File: src/rtl/counter_read_ctrl.sv
// Sweeps NUM_CNT push counters through their req/idx read port on a start
// pulse and returns one packed snapshot, with a per-read response watchdog.
module counter_read_ctrl #(
  parameter int DATA_WIDTH = 8,
  parameter int NUM_CNT    = 4,
  parameter int IDX_WIDTH  = 2,
  parameter int TIMEOUT    = 8
) (
  input  logic                          clk,
  input  logic                          reset,
  input  logic                          start,
  input  logic                          idle,
  output logic                          req,
  output logic [IDX_WIDTH-1:0]          idx,
  input  logic                          valid_cont,
  input  logic [DATA_WIDTH-1:0]         data_cont,
  output logic [NUM_CNT*DATA_WIDTH-1:0] snap_data,
  output logic                          snap_valid,
  output logic                          busy,
  output logic [NUM_CNT-1:0]            err_mask
);

  localparam int WD_W = (TIMEOUT > 2) ? $clog2(TIMEOUT) : 1;
  localparam logic [IDX_WIDTH-1:0] LAST_IDX = IDX_WIDTH'(NUM_CNT - 1);
  localparam logic [WD_W-1:0]      WD_LAST  = WD_W'(TIMEOUT - 1);

  typedef enum logic [2:0] {
    S_IDLE,
    S_WAIT_IDLE,
    S_REQ,
    S_WAIT_VALID,
    S_DONE
  } state_t;

  state_t                          state_q;
  logic [IDX_WIDTH-1:0]            ptr_q;
  logic [WD_W-1:0]                 wd_q;
  logic                            req_q;
  logic [IDX_WIDTH-1:0]            idx_q;
  logic [NUM_CNT*DATA_WIDTH-1:0]   snap_q;
  logic                            snap_valid_q;
  logic                            busy_q;
  logic [NUM_CNT-1:0]              err_q;

  // A read finishes either on a response or when the watchdog expires.
  logic                            read_done_d;
  assign read_done_d = valid_cont || (wd_q == WD_LAST);

  always_ff @(posedge clk or posedge reset) begin
    if (reset) begin
      state_q      <= S_IDLE;
      ptr_q        <= '0;
      wd_q         <= '0;
      req_q        <= 1'b0;
      idx_q        <= '0;
      snap_q       <= '0;
      snap_valid_q <= 1'b0;
      busy_q       <= 1'b0;
      err_q        <= '0;
    end else begin
      req_q        <= 1'b0;
      snap_valid_q <= 1'b0;
      case (state_q)
        S_IDLE: begin
          if (start) begin
            state_q <= S_WAIT_IDLE;
            ptr_q   <= '0;
            err_q   <= '0;
            busy_q  <= 1'b1;
          end
        end
        S_WAIT_IDLE: begin
          if (idle) begin
            state_q <= S_REQ;
            req_q   <= 1'b1;
            idx_q   <= ptr_q;
          end
        end
        S_REQ: begin
          state_q <= S_WAIT_VALID;
          wd_q    <= '0;
        end
        S_WAIT_VALID: begin
          if (read_done_d) begin
            if (valid_cont) begin
              snap_q[ptr_q*DATA_WIDTH +: DATA_WIDTH] <= data_cont;
            end else begin
              snap_q[ptr_q*DATA_WIDTH +: DATA_WIDTH] <= '0;
              err_q[ptr_q]                           <= 1'b1;
            end
            if (ptr_q == LAST_IDX) begin
              state_q      <= S_DONE;
              snap_valid_q <= 1'b1;
            end else begin
              state_q <= S_WAIT_IDLE;
              ptr_q   <= ptr_q + 1'b1;
            end
          end else begin
            wd_q <= wd_q + 1'b1;
          end
        end
        S_DONE: begin
          state_q <= S_IDLE;
          busy_q  <= 1'b0;
        end
        default: state_q <= S_IDLE;
      endcase
    end
  end

  assign req        = req_q;
  assign idx        = idx_q;
  assign snap_data  = snap_q;
  assign snap_valid = snap_valid_q;
  assign busy       = busy_q;
  assign err_mask   = err_q;

endmodule

File: config.mk
export PLATFORM = sky130hd
export DESIGN_NAME = counter_read_ctrl
export DESIGN_NICKNAME = d
export VERILOG_FILES = /design/src/rtl/counter_read_ctrl.sv
export SDC_FILE = /design/constraint.sdc
export NUM_CORES = 1
export LEC_CHECK = 0
export CAP_MARGIN = 20
export CORE_ASPECT_RATIO = 1.4
export CORE_MARGIN = 1.5
export CORE_UTILIZATION = 45
export DETAILED_ROUTE_END_ITERATION = 6
export PLACE_DENSITY = 0.75
export SLEW_MARGIN = 10
export SYNTH_ARGS = -nofsm -noshare
export SYNTH_HDL_FRONTEND = slang
export SYNTH_SLANG_ARGS = --single-unit
File: constraint.sdc
create_clock -name clk -period 1.63 [get_ports clk]
set_input_delay 0.4075 -clock clk [delete_from_list [all_inputs] [get_ports clk]]
set_output_delay 0.4075 -clock clk [all_outputs]
set_load 0.01 [all_outputs]
==> impl_metrics.csv <==
group,metric,value,unit
route,wl_per_cell,14.1,um
timing,timing.fmax,607,MHz
timing,max_slew_margin,81.7,%
pwr,power_switching,1.95,mW
yosys,yosys_warnings,0,
status,status,"finished with violations",
placement,port_buffers,53,
setup_path,cp.required,1.83,ns
route,routed_via_density,4.94,
yosys,yosys-top-cells-area,"dfrtp_1 (50%), mux2i_1 (13%), inv_1 (6.1%)",
route,firstDrtPassIters,4,
timing,fin_hold_ws,0.442,ns
floorplanning,die-area,0.00593,mm^2
pwr,pwr-share-seq,36.8,%
pwr,vdd_drop_max,0.000845,V
cts,clk_path_buf_depth,2,
floorplanning,die_y,90.5,um
placement,dpl_worst_slack,-0.358,ns
route,vias,1827,
finish,fill_cells,437,
placement,place_congestion,0.831,
route,drt_wl_total,5230,um
pwr,power_density,1610,mW/mm^2
yosys,synthCells,231,
floorplanning,rows,31,
route,drt_iter0_drc,65,
finish,drive_above_1_share,17.8,%
route,ant_nets,0,
pwr,internal-power,3.54,mW
setup_path,path_max_fanout,7,
yosys,yosysUniqueCellTypes,39,
setup_path,critical_path_class,"reg -> reg",
yosys,ys_seq_area_share,49.8,%
floorplanning,start_util,47.0,%
global_route,grt_first_pass_wirelength,8700,um
cts,postCtsHoldBufs,0,
yosys,synth-edff-count,0,
pwr,p_clk_share,12.9,%
finish,nets,326,
timing,period_minus_slack,1.65,ns
route,route.detailed.drc,0,
job,maxCapViolCount,0,
global_route,grt_max_degree,50,
setup_path,critPathLaunchType,"flip-flop",
timing,tightestPinTransition,0.275,ns
pwr,switching_share,35.5,%
status,violations,"negative setup slack",
pwr,combPwrFrac,50.2,%
timing,fin_crit_sh,101,%
yosys,synthArstFlopShare,100,%
cts,clk_latency,0.31,ns
finish,multi_input_area,0.00107,mm^2
timing,finalSetupTns,-0.0186,ns
cts,htreeDepth,2,
yosys,ys_ff_latch,49,
floorplanning,core,0.00524,mm^2
setup_path,arrival,1.84,ns
cts,cts-root-buf,"clkbuf_8",
global_route,grt_overflow_total,0,
timing,fin_skew,0.0122,ns
cts,path_clk_slew,0.09,ns
worst_hold_path,hold_path_class,"in -> async",
floorplanning,die_width,65.5,um
yosys,syn_nets,254,
yosys,synthesis.area,0.00246,mm^2
yosys,avgSynthCellArea,10.7,um^2
finish,antenna_cells,0,
timing,rsz0062_at_grt,"true",
finish,post-route-util,65.0,%
global_route,antenna_found_initial,0,
timing,setup_viol,2,
setup_path,end_kind,"flip-flop",
yosys,synth_ff_type,"dfrtp_1",
placement,dpl.hpwl,3840,um
pwr,p_leak,1.79,nW
cts,clock-sinks,49,
timing,finalHoldViolations,0,
finish,seqCellArea,0.00123,mm^2
finish,syn_to_final_growth,38.3,%
floorplanning,io_pins,54,
yosys,synth_top_area_share,49.8,%
cts,cts_tree,"built",
global_route,grt_pass1_vias,1895,
global_route,grt_usage,19.0,%
timing,setup_slack,-0.0186,ns
yosys,yosysTopAreaCell,"dfrtp_1",
cts,cts_buffers,5,
timing,drv_slew,0,
==> critical path, cell delays in order (launching register included) <==
cell	delay [ns]
dfrtp_1	0.40
ha_2	0.20
ha_4	0.17
or2_4	0.26
buf_6	0.13
a22o_1	0.20
a22o_1	0.18
==> state kept, by name, indices dropped and copies added, names as in the netlist <==
| register | count |
|---|---|
| req | 1 |
| wd_q | 3 |
| busy | 1 |
| snap_data | 32 |
| ptr_q | 2 |
| err_mask | 4 |
| state_q | 3 |
| idx | 2 |
| snap_valid | 1 |
==> stage by stage <==
step           cells  power, mW  cell area, um^2
4_1_cts          368       5.58             3300
5_1_grt          370       5.90             3400
2_1_floorplan    231       3.47             2500
3_3_place_gp     357       4.76             3180
6_report         370       5.49             3400
3_5_place_dp     357       4.86             3180
==> kinds of logic after synthesis <==
logic type	after synthesis	synth area share (%)
simple gates	62	14.8
buf+inv	52	9.35
flops	49	49.8
mux	35	14.4
compound gates	23	6.51
fa+ha+maj	10	5.08
==> Yosys cell counts (all sizes together) (2+ instances only) <==
library cell,number
o21ai,2
ha,10
and4,5
and2,4
or2,2
and4b,2
and4bb,2
nor3b,2
a21oi,8
buf,11
nand2,34
inv,40
mux2i,32
dfrtp,49
mux2,3
a22o,5
o211ai,3
nand2b,2
==> power by group through the flow <==
| stage | Combinational, mW | Sequential, mW | Clock, mW |
|---|---|---|---|
| floorplan | 1.20 | 2.27 | 0 |
| global placement | 2.71 | 2.05 | 0 |
| detailed placement | 2.79 | 2.06 | 0 |
| CTS | 2.81 | 2.04 | 0.731 |
| global route | 3.03 | 2.09 | 0.781 |
| finish | 2.76 | 2.02 | 0.710 |
==> worst paths after layout <==
kind / startpoint / slack [ns] / to / depth (start not counted)
setup / recovery: wd_q[0] / -0.02 / wd_q[1] / 6
hold / removal: reset / 0.44 / snap_data[7] / 3
setup reg to reg: wd_q[0] / -0.02 / wd_q[1] / 6
hold reg to reg: busy / 0.51 / busy / 1
max in group asynchronous: reset / 0.96 / snap_data[19] / 3
min in group clk: busy / 0.51 / busy / 1
==> cells in the final DEF, fill, tap and decap left out, types with 3 or more instances in the layout <==
master and n:
a21oi_1 8, dlygate4sd2_1 7, ha_1 7, mux2_2 3, dlymetal6s2s_1 28, a22o_1 5, dfrtp_1 49, nand2_1 34
and4_4 3, buf_4 21, mux2i_1 32, clkdlybuf4s50_1 18, inv_1 38, and2_1 3, o211ai_1 3, clkbuf_8 5
==> area by class of cell <==
type / instances / share of cell area [%]
inverters: 40 / 4.41
clock inverters: 2 / 0.441
multi-input cells: 130 / 31.3
well taps: 66 / 2.43
flip-flops and latches: 49 / 36.0
repair buffers: 77 / 23.3
clock buffers: 6 / 2.13
==> routing by layer <==
metal	global-route usage [%]	up-vias	routed length, um
li1	-	900	-
met1	22.6	869	2120
met2	32.6	46	2750
met3	4.11	12	223
met4	7.81	0	134
met5	0	-	0
==> what timing repair did <==
item                       CTS  global route
resized for setup           14            34
buffers inserted             3             2
setup endpoints to repair   34            51
pin swaps                    6             2
(Power assumes the default switching activity.)
